### config.mk
export PLATFORM = sky130hd
export DESIGN_NAME = draw_engine_responder
export DESIGN_NICKNAME = d
export VERILOG_FILES = /design/src/rtl/draw_engine_responder.sv
export SDC_FILE = /design/constraint.sdc
export NUM_CORES = 1
export LEC_CHECK = 0
export BUFFER_PORTS_ARGS = -buffer_cell sky130_fd_sc_hd__buf_2
export CAP_MARGIN = 20
export CORE_MARGIN = 4
export CORE_UTILIZATION = 55
export CTS_CLUSTER_DIAMETER = 50
export DETAILED_ROUTE_END_ITERATION = 10
export GPL_TIMING_DRIVEN = 0
export PLACE_DENSITY = 0.77
export SYNTH_ARGS = -nofsm -noshare
export SYNTH_HDL_FRONTEND = slang
export SYNTH_SLANG_ARGS = --single-unit
### constraint.sdc
create_clock -name clk -period 2.5 [get_ports clk]
set_input_delay 0.25 -clock clk [delete_from_list [all_inputs] [get_ports clk]]
set_output_delay 0.25 -clock clk [all_outputs]
set_load 0.1 [all_outputs]
### src/rtl/draw_engine_responder.sv
// rtl/draw_engine_responder.sv - drawing-engine pixel request responder with one-word read buffer
module draw_engine_responder #(
    parameter int  ADDR_W  = 16,
    parameter int  PIXEL_W = 8,
    parameter int  MEM_W   = 32,
    localparam int LANES   = MEM_W / PIXEL_W,
    localparam int LANE_W  = $clog2(LANES),
    localparam int MADDR_W = ADDR_W - LANE_W
) (
    input  logic               clk,
    input  logic               rst,
    input  logic               de_req,
    input  logic               de_rnw,
    input  logic [ADDR_W-1:0]  de_addr,
    input  logic [PIXEL_W-1:0] de_wdata,
    output logic               de_ack,
    output logic [PIXEL_W-1:0] de_rdata,
    output logic               busy,
    output logic               mem_req,
    output logic               mem_we,
    output logic [MADDR_W-1:0] mem_addr,
    output logic [LANES-1:0]   mem_be,
    output logic [MEM_W-1:0]   mem_wdata,
    input  logic [MEM_W-1:0]   mem_rdata,
    input  logic               mem_ack
);
    localparam int LSEL_W = (LANE_W > 0) ? LANE_W : 1;

    typedef enum logic [1:0] {IDLE, HIT, MEM, ACK} state_t;

    state_t                        state;
    logic                          rnw_q;
    logic [ADDR_W-1:0]             addr_q;
    logic [PIXEL_W-1:0]            wdata_q;
    logic [LANES-1:0][PIXEL_W-1:0] buf_data;
    logic [MADDR_W-1:0]            buf_tag;
    logic                          buf_valid;

    logic [LANES-1:0][PIXEL_W-1:0] rd_lanes;
    logic [MADDR_W-1:0]            word_in;
    logic [MADDR_W-1:0]            word_q;
    logic [LSEL_W-1:0]             lane_in;
    logic [LSEL_W-1:0]             lane_q;
    logic [LANES-1:0]              be_in;

    assign rd_lanes = mem_rdata;
    assign word_in  = de_addr[ADDR_W-1:LANE_W];
    assign word_q   = addr_q[ADDR_W-1:LANE_W];

    // With a single lane per word there is no lane index in the address.
    generate
        if (LANE_W > 0) begin : g_lane
            assign lane_in = de_addr[LANE_W-1:0];
            assign lane_q  = addr_q[LANE_W-1:0];
        end else begin : g_no_lane
            assign lane_in = '0;
            assign lane_q  = '0;
        end
    endgenerate

    always_comb begin
        be_in          = '0;
        be_in[lane_in] = 1'b1;
    end

    always_ff @(posedge clk) begin
        if (rst) begin
            state     <= IDLE;
            rnw_q     <= 1'b0;
            addr_q    <= '0;
            wdata_q   <= '0;
            buf_data  <= '0;
            buf_tag   <= '0;
            buf_valid <= 1'b0;
            de_ack    <= 1'b0;
            de_rdata  <= '0;
            busy      <= 1'b0;
            mem_req   <= 1'b0;
            mem_we    <= 1'b0;
            mem_addr  <= '0;
            mem_be    <= '0;
            mem_wdata <= '0;
        end else begin
            case (state)
                IDLE: begin
                    if (de_req) begin
                        rnw_q   <= de_rnw;
                        addr_q  <= de_addr;
                        wdata_q <= de_wdata;
                        busy    <= 1'b1;
                        if (de_rnw && buf_valid && (buf_tag == word_in)) begin
                            state <= HIT;
                        end else begin
                            state     <= MEM;
                            mem_req   <= 1'b1;
                            mem_we    <= !de_rnw;
                            mem_addr  <= word_in;
                            mem_be    <= de_rnw ? '0 : be_in;
                            mem_wdata <= {LANES{de_wdata}};
                        end
                    end
                end
                HIT: begin
                    de_rdata <= buf_data[lane_q];
                    de_ack   <= 1'b1;
                    state    <= ACK;
                end
                MEM: begin
                    if (mem_ack) begin
                        mem_req <= 1'b0;
                        mem_we  <= 1'b0;
                        mem_be  <= '0;
                        de_ack  <= 1'b1;
                        state   <= ACK;
                        if (rnw_q) begin
                            buf_data  <= rd_lanes;
                            buf_tag   <= word_q;
                            buf_valid <= 1'b1;
                            de_rdata  <= rd_lanes[lane_q];
                        end else if (buf_valid && (buf_tag == word_q)) begin
                            // Keep the buffered word coherent with the written pixel.
                            buf_data[lane_q] <= wdata_q;
                        end
                    end
                end
                ACK: begin
                    de_ack <= 1'b0;
                    busy   <= 1'b0;
                    state  <= IDLE;
                end
                default: state <= IDLE;
            endcase
        end
    end
endmodule

Yosys cells after proc, flatten, opt, wreduce, memory -nomap -nowiden. Index checks and enable logic that the tools add are counted.

Bits in registers: 136. Memory bits (read-only): 0. RAM bits: 0. Memories kept: 0. Logic and storage cells: 87. Latch bits: 0. Output and inout bits: 62.

Bitwise operators: 1. Reduce and logical (&&, ||, !) cells: 21. Multiply operators: 0. $add $sub $neg: 0. Mux-type cells: 34. $lt $le $gt $ge: 4. Equality and inequality tests: 9. Div/mod/pow operators: 0. Shift operators: 0.

Operator list (number): 32-bit 2-to-1 mux (2); 8-bit 2-to-1 mux (5); 8-bit binary-select mux with 2-bit select (2); 32-bit bitwise mux (1); 14-bit equality test (2); 8-bit demux with 2-bit select (1); 4-bit 2-to-1 mux (4); 8-bit case mux with 2 select lines (1); 3-bit AND reduction (4); 1-bit 2-to-1 mux (8); 2-bit inequality test (second input constant) (4); 2-bit case mux with 4 select lines (1); 4-bit case mux with 2 select lines (1); 2-bit AND reduction (4); 2-bit nonzero test (4); 2-bit by 3-bit < comparator with 1-bit output (second input constant) (2); 2-bit 2-to-1 mux (3); 1-bit case mux with 2 select lines (3); 1-bit logical AND (5); 2-bit equality test (second input constant) (2); 2-bit by 1-bit greater-or-equal comparator with 1-bit output (second input constant) (2); 4-bit AND reduction (1); 1-bit case mux with 3 select lines (1); 3-bit nonzero test (1); 5 further kinds (5).

Logic depth before layout (Yosys ltp). Gate-level depths: netlist of run 1.

Depth in word-level cells: 8. Depth in mapped cells: 9. Gate-level depth less buffers: 6.

Least setup slack after synthesis of run 1. OpenSTA, ideal clock, no wires.

Path type: register to register. Start point: register state[0]. End point: register de_rdata[1]. Path slack: 0.607 ns. Cell stages (with the launch flop): 10. Setup time: 0.091 ns. Data required time: 2.409 ns. Data arrival time: 1.802 ns. Period minus slack after synthesis: 1.893 ns. Buffers on the path: 3. Path through: dfxtp_1 -> inv_1 -> ha_1 -> clkbuf_2 -> inv_1 -> clkbuf_1 -> a21o_1 -> buf_2 -> nor2_1 -> a311oi_1.

Word-level cells in the longest chain between the ends: 3.

Ends and longest elaborated chain: start, declared (line 31) `state_t state;`; start signal, assigned (line 68) `state <= IDLE;`; start signal, assigned (line 92) `state <= HIT;`; start signal, assigned (line 94) `state <= MEM;`; 2-bit equality test / 2-bit by 1-bit equality test with 1-bit output (equally long branches) (line 84) `case (state)`; 2-bit inequality test (no line) / 2-bit nonzero test (equally long branches); 3-bit AND reduction (no line); end signal, assigned (line 104) `de_rdata <= buf_data[lane_q];`; end signal, assigned (line 119) `de_rdata <= rd_lanes[lane_q];`; end, declared (line 17) `output logic [PIXEL_W-1:0] de_rdata,`.

Several ways; a longest one is shown, not always the timed one. A chain may end at the register's enable or synchronous reset.

Worst setup path in the final report of run 1.
Start point: register addr_q[0]. End point: register buf_data[6] in the netlist's numbering.

Word-level cells in the longest chain between the ends: 7.

Ends and longest elaborated chain: start, declared (line 33) `logic [ADDR_W-1:0] addr_q;`; start signal, assigned (line 88) `addr_q <= de_addr;`; 2-bit by 3-bit < comparator with 1-bit output (not written as such) / 2-bit by 1-bit greater-or-equal comparator with 1-bit output (equally long branches) (line 122) `buf_data[lane_q] <= wdata_q;`; 1-bit logical AND (not written as such) (line 122); 8-bit 2-to-1 mux (not written as such) (line 122); 8-bit demux with 2-bit select * (line 122); 32-bit bitwise mux * (line 122); 32-bit 2-to-1 mux * (line 120) `end else if (buf_valid && (buf_tag == word_q)) begin`; 32-bit 2-to-1 mux * (line 115) `if (rnw_q) begin`; end signal, assigned (line 116) `buf_data <= rd_lanes;`; end signal, assigned by index (line 122); end, declared (line 35) `logic [LANES-1:0][PIXEL_W-1:0] buf_data;`.

Every way passes the cells marked *; elsewhere a longest branch is shown, timed or not. The select of a mux whose other input is x is not followed.

==> flow_summary_export.csv, run 1 <==
group,metric,value,unit
outcome,status,"finished, final reports clean",
logic_synthesis,synthTopCellsByArea,"dfxtp_1 38%, a211oi_2 6.6%, nand2_1 6.6%",
worst_setup_path,path_buf_inv,1,
clock_network,cts.repair.resized,0,
worst_setup_path,worstPathMaxFanout,10,
routing,vias,5523,
clock_network,cts.clk_slew.worst_paths,0.11,ns
cells_and_area,register_area,2240,µm²
clock_network,cts-buffers-inserted,9,
logic_synthesis,ys_seq_area_share,38.2,%
clock_network,clock_sinks,112,
logic_synthesis,synth_edf_count,0,
worst_setup_path,arrival,2.56,ns
floorplanning,core,10400,µm²
routing,first_pass_iters,7,
worst_setup_path,path_class,"flop to flop",
logic_synthesis,yosysMostFrequentCell,"dfxtp_1",
placement,gp_congestion,0.949,
logic_synthesis,synth_cell_types,48,
timing,rsz0062_at_grt,"no",
clock_network,cts.htree.levels,3,
clock_network,clk_path_buf_depth,2,
routing,wire_per_inst,19.4,µm
clock_network,cts_root_buf,"clkbuf_8",
clock_network,ctsHoldBuffers,0,
cells_and_area,drive_above_1_share,30.6,%
logic_synthesis,yosys-top-cells-count,"112 x dfxtp_1, 103 x nand2_1, 65 x a21oi_1, 34 x a211oi_1, 32 x a22oi_1",
placement,io_buffer_count,122,
floorplanning,row_count,37,
cells_and_area,fill_cells,876,
timing,fin_worst_skew,0.0113,ns
cells_and_area,n_antenna_cell,0,
routing,drt-total-wl,17.7,mm
logic_synthesis,netlist_instances,639,
clock_network,cts_tree,"yes",
floorplanning,start_util,56.7,%
logic_synthesis,muxShareOfSynthArea,7.01,%
floorplanning,dieArea,12400,µm²
worst_setup_path,worstPathRequired,2.74,ns
timing,setup_viol,0,
timing,finalCriticalPeriod,2.32,ns
grt,grt_pass1_vias,5314,
cells_and_area,postLayoutCoreUtil,66.3,%
logic_synthesis,synth_compound_area_share,26.0,%
worst_setup_path,cp-end-kind,"flop",
logic_synthesis,ys_ff_latch,112,
logic_synthesis,post-synth-top-area-cell,"dfxtp_1",
clock_network,post-cts-setup-buffers,0,
routing,ant_nets,0,
clock_network,clock_latency,0.39,ns
min_path,hold_path.class,"input port to flop",
timing,hold_viol,0,
timing,relSlewSlack,47.9,%
run,cap_violations,0,
logic_synthesis,synth_xor_area_share,3.73,%
cells_and_area,multi_input_area,3170,µm²
worst_setup_path,cp-start-kind,"flop",
pwr,ir_drop,0.743,mV
logic_synthesis,syn_area,5880,µm²
grt,grt_pass1_wl,28.3,mm
worst_setup_path,critical-path-top-delay-family,"simple AND/OR/NAND/NOR gates",
worst_setup_path,slowest_delay,0.55,ns
cells_and_area,areaGrowthSynthToFinish,17.0,%
timing,max_freq,0.431,GHz
grt,grt_max_degree,18,
logic_synthesis,ys.flop_type,"dfxtp_1",
worst_setup_path,slowest_stage,"nor3_2",
pwr,powerDensity,1040,nW/µm²
logic_synthesis,async_flop_share,0,%
grt,overflow,0,
pwr,leakage,0.00262,µW
logic_synthesis,yosys.area_share.simple,16.1,%
timing,finalCritPeriodShare,92.9,%
worst_setup_path,path_cells,"buf_6 > nor2_2 > nand4_1 > nor3_2 > a21o_2 > a211oi_1",
logic_synthesis,synth_top_area_share,38.2,%
timing,tns,0,ns
routing,via_per_inst,6.05,
timing,maxSlewViolCount,0,
timing,worst_pin_slew,0.781,ns
logic_synthesis,syn_area_per_cell,9.20,µm²
logic_synthesis,yosys_warnings,0,
grt,grtUsageTotal,28.0,%
grt,grt_antenna_before_repair,0,
placement,hpwlAfterDp,13.6,mm
routing,drt_iter0_drc,378,
cells_and_area,finalNetCount,838,
floorplanning,ios,123,
routing,remaining_drc_errors,0,
logic_synthesis,synth_top_family_by_area,"compound AO/OA/AOI/OAI gates",
logic_synthesis,synth_fa_ha_area_share,1.06,%
logic_synthesis,syn_nets,705,
floorplanning,dieWidth,111,µm
floorplanning,die_height,111,µm
## cell usage in the layout, fill, tap and decap left out, types with 5 or more instances in the layout
cell type	netlist	layout
a311oi_1	8	8
buf_2	8	130
ha_1	5	5
nand2b_1	7	7
xor2_1	14	14
clkbuf_1	31	32
nor2b_1	11	11
clkbuf_8	0	10
buf_1	7	7
dfxtp_1	112	112
nand2_1	103	103
nor2_1	17	17
a21oi_1	65	65
o21ai_0	21	21
buf_4	27	27
a211oi_1	34	34
mux4_2	16	16
a22oi_1	32	32
a211oi_2	31	31
nand3b_1	22	22
xnor2_1	11	11
inv_1	7	7
## through the flow
| stage | cell area (µm²) | setup slack, ns | hold slack, ns | total power [µW] | std cells |
|---|---|---|---|---|---|
| global route | 6880 | 0.0157 | 0.133 | 7450 | 913 |
| detailed placement | 6660 | 0.251 | 0.450 | 5940 | 897 |
| CTS | 6880 | 0.223 | 0.113 | 7120 | 913 |
| finish | 6880 | 0.177 | 0.110 | 7150 | 913 |
| floorplan | 5880 | 0.607 | 0.386 | 5220 | 639 |
| global placement | 6660 | 0.273 | 0.442 | 5870 | 897 |
## kinds of logic (layout without fill, tap and decap cells)
kind of cell / count (synthesis) / count (layout)
compound gates: 206 / 206
fa+ha+maj: 5 / 5
xor+xnor: 25 / 25
buf+inv: 86 / 224
simple gates: 184 / 184
flops: 112 / 112
mux: 21 / 21
## power by group
group | switching [µW] | internal, µW
combinational | 2810 | 872
clock | 625 | 593
sequential | 197 | 2050
total | 3630 | 3520
## path summary, 6_finish.rpt
check,from,to,slack (ns),depth (start not counted)
setup / recovery,addr_q[0]$_SDFFE_PP0P_,buf_data[6]$_SDFFE_PP0P_,0.18,6
hold / removal,de_wdata[7],wdata_q[7]$_SDFFE_PP0P_,0.11,3
setup reg to reg,addr_q[0]$_SDFFE_PP0P_,buf_data[6]$_SDFFE_PP0P_,0.18,6
hold reg to reg,wdata_q[4]$_SDFFE_PP0P_,wdata_q[4]$_SDFFE_PP0P_,0.46,2
## tightest hold or removal path, stage by stage
cell     delay [ns]
buf_2          0.11
nand2_1        0.05
a21oi_1        0.05
## final cells by class
class | instances | area share, %
Buffer | 78 | 6.33
Clock buffer | 11 | 2.06
Clock inverter | 5 | 1.15
Inverter | 8 | 0.437
Multi-Input combinational cell | 441 | 46.1
Sequential cell | 112 | 32.6
Tap cell | 136 | 2.47
Timing Repair Buffer | 122 | 8.88
## per-layer routing
layer	up-vias	GRT usage, %	part of all wire [%]
met5	-	0	0
met4	0	9.00	2.4
met3	45	4.89	8.3
met2	278	45.5	46
met1	2645	38.1	43
li1	2555	-	-
## flip-flops by register name, indices dropped and copies added, names as in the netlist
name,count
addr_q,16
mem_we,1
rnw_q,1
mem_req,1
mem_addr,14
mem_wdata,8
mem_be,4
de_ack,1
busy,1
wdata_q,8
state,2
buf_tag,14
buf_valid,1
de_rdata,8
buf_data,32
Note: power is estimated with default switching activity, not from simulation.
==> run 2: changes to the inputs <==
==> config.mk (replaced) <==
export PLATFORM = sky130hd
export DESIGN_NAME = draw_engine_responder
export DESIGN_NICKNAME = d
export VERILOG_FILES = /design/src/rtl/draw_engine_responder.sv
export SDC_FILE = /design/constraint.sdc
export NUM_CORES = 1
export LEC_CHECK = 0
export CAP_MARGIN = 20
export CORE_MARGIN = 4
export CORE_UTILIZATION = 60
export CTS_CLUSTER_DIAMETER = 50
export DETAILED_ROUTE_END_ITERATION = 10
export DONT_BUFFER_PORTS = 1
export GPL_TIMING_DRIVEN = 0
export PLACE_DENSITY = 0.73
export SETUP_SLACK_MARGIN = 0.5
export SYNTH_ARGS = -nofsm -noshare
export SYNTH_HDL_FRONTEND = slang
export SYNTH_SLANG_ARGS = --single-unit
==> flow_summary_export.csv, run 2 (same netlist as run 1, synthesis figures left out) <==
group,metric,value,unit
outcome,status,"finished, final reports clean",
worst_setup_path,worstPathRequired,2.73,ns
routing,drt_iter0_drc,500,
worst_setup_path,slowest_stage,"dfxtp_2",
routing,first_pass_iters,5,
placement,io_buffer_count,0,
floorplanning,ios,123,
worst_setup_path,r2r-end,"buf_data[2]$_SDFFE_PP0P_",
cells_and_area,reg_top3,"buf_data: 32 flops, addr_q: 16 flops",
timing,finalCriticalPeriod,2.01,ns
placement,gp_congestion,0.978,
clock_network,clk_path_buf_depth,2,
grt,overflow,0,
routing,ant_nets,0,
cells_and_area,largest_reg_flops,32,
clock_network,cts.htree.levels,3,
worst_setup_path,worstSetupStartpoint,"state[0]$_SDFFE_PP0P_",
worst_setup_path,worstPathMaxFanout,10,
cells_and_area,drive_above_1_share,24.4,%
worst_setup_path,slowest_delay,0.36,ns
cells_and_area,areaGrowthSynthToFinish,11.4,%
grt,grt_antenna_before_repair,0,
timing,max_freq,0.498,GHz
min_path,whs_path_depth,2,
placement,hpwlAfterDp,13.1,mm
floorplanning,dieArea,11400,µm²
timing,relSlewSlack,33.6,%
floorplanning,start_util,62.7,%
grt,grt_pass1_vias,4897,
timing,setup_viol,0,
min_path,hold_path.class,"input port to flop",
timing,rsz0062_at_grt,"yes",
timing,maxSlewViolCount,0,
run,cap_violations,0,
cells_and_area,finalNetCount,736,
timing,fin_worst_skew,0.0169,ns
floorplanning,dieWidth,107,µm
grt,grt_pass1_wl,26.8,mm
worst_setup_path,path_class,"flop to flop",
timing,finalCritPeriodShare,80.3,%
floorplanning,core,9370,µm²
floorplanning,die_height,107,µm
cells_and_area,top_register,"buf_data",
pwr,leakage,0.00220,µW
grt,grt_max_degree,19,
routing,drt-total-wl,17.6,mm
clock_network,clock_sinks,112,
timing,tns,0,ns
worst_setup_path,path_cells,"inv_1 > ha_1 > buf_4 > and3_1 > buf_4 > clkbuf_2 > a211oi_1 > a211oi_2",
timing,hold_viol,0,
timing,hold_ws,0.00436,ns
worst_setup_path,r2r_cells,8,
worst_setup_path,arrival,2.23,ns
clock_network,cts_tree,"yes",
pwr,ir_drop,0.596,mV
clock_network,clock_latency,0.37,ns
floorplanning,row_count,35,
cells_and_area,n_antenna_cell,0,
worst_setup_path,cp-start-kind,"flop",
routing,vias,5184,
routing,wire_per_inst,21.9,µm
worst_setup_path,rrSetupSlack,0.49,ns
timing,worst_pin_slew,0.994,ns
clock_network,cts.clk_slew.worst_paths,0.12,ns
pwr,powerDensity,1040,nW/µm²
routing,via_per_inst,6.45,
cells_and_area,final_common_cell,"nand2_1",
worst_setup_path,endpoint,"buf_data[2]$_SDFFE_PP0P_",
clock_network,cts_root_buf,"clkbuf_8",
worst_setup_path,cp-end-kind,"flop",
grt,grtUsageTotal,30.0,%
worst_setup_path,rr_startpoint,"state[0]$_SDFFE_PP0P_",
worst_setup_path,path_common_cell,"buf_4",
cells_and_area,final_cell_mix,"103 x nand2_1, 102 x dfxtp_1, 65 x a21oi_1",
routing,remaining_drc_errors,0,
clock_network,cts-buffers-inserted,9,
run 2: changes by cell type in the layout (fill, tap and decap cells not counted), sizes merged:
cell         previous run  this run
clkinvlp                0         1
buf                   168        51
clkbuf                 43        46
clkinv                  2         3
dlygate4sd3             0        11
inv                     9        10
bufinv                  2         0
run 2: worst max-delay path: cells and delay by family (launching register included):
kind                       cells  cell delay (ns)
buffers and inverters          4             0.69
AOI/OAI and AO/OA              2             0.42
DFF                            1             0.36
adders and majority gates      1             0.20
and+or+nand+nor                1             0.18
run 2: cell type report:
type	count	area (µm²)
clock buffer	10	128
multi-input combinational	441	3270
timing repair buffer	20	181
inverter	8	30.0
clock inverter	6	43.8
buffer	78	478
tap	129	161
sequential	112	2250
fill	780	2830
run 2: per-layer routing:
layer / GRT usage [%] / part of all wire, %
met1: 40.7 / 40
met5: 0 / 0
met2: 47.7 / 46
met4: 9.59 / 2.6
met3: 6.86 / 11
run 2: repair_timing:
item                                   in CTS  in global routing
cloned                                      0                  0
endpoints found under the hold margin      11                  0
buffers inserted                            9                  0
hold buffers                               11                  0
pin swaps                                   5                  4
resized for setup                          27                 35
setup endpoints to repair                 120                 93
run 2: worst min path at each step:
| stage | startpoint | endpoint |
|---|---|---|
| final | de_addr[10] | addr_q[10]$_SDFFE_PP0P_ |
| after detailed placement | de_addr[6] | addr_q[6]$_SDFFE_PP0P_ |
| after floorplan | de_wdata[0] | wdata_q[0]$_SDFFE_PP0P_ |
| after global routing | de_addr[1] | addr_q[1]$_SDFFE_PP0P_ |
| after global placement | de_addr[0] | addr_q[0]$_SDFFE_PP0P_ |
| after CTS | de_addr[10] | addr_q[10]$_SDFFE_PP0P_ |
run 2: through the flow:
step                      util, %  area [µm²]  total power (µW)  setup slack (ns)  cells
after floorplan                 -        5880              5220             0.607    639
after global placement       64.4        6040              5610             0.213    768
after detailed placement     64.4        6040              5660             0.152    768
after CTS                    68.8        6450              6720             0.504    804
after global routing         69.9        6550              7070             0.389    804
final                        69.9        6550              6790             0.493    804
run 2: power by group:
part	internal, µW	switching [µW]	leakage [µW]
Combinational	784	1680	0.00120
Sequential	2060	1260	0.000915
Clock	370	641	0.0000870
Total	3210	3580	0.00220
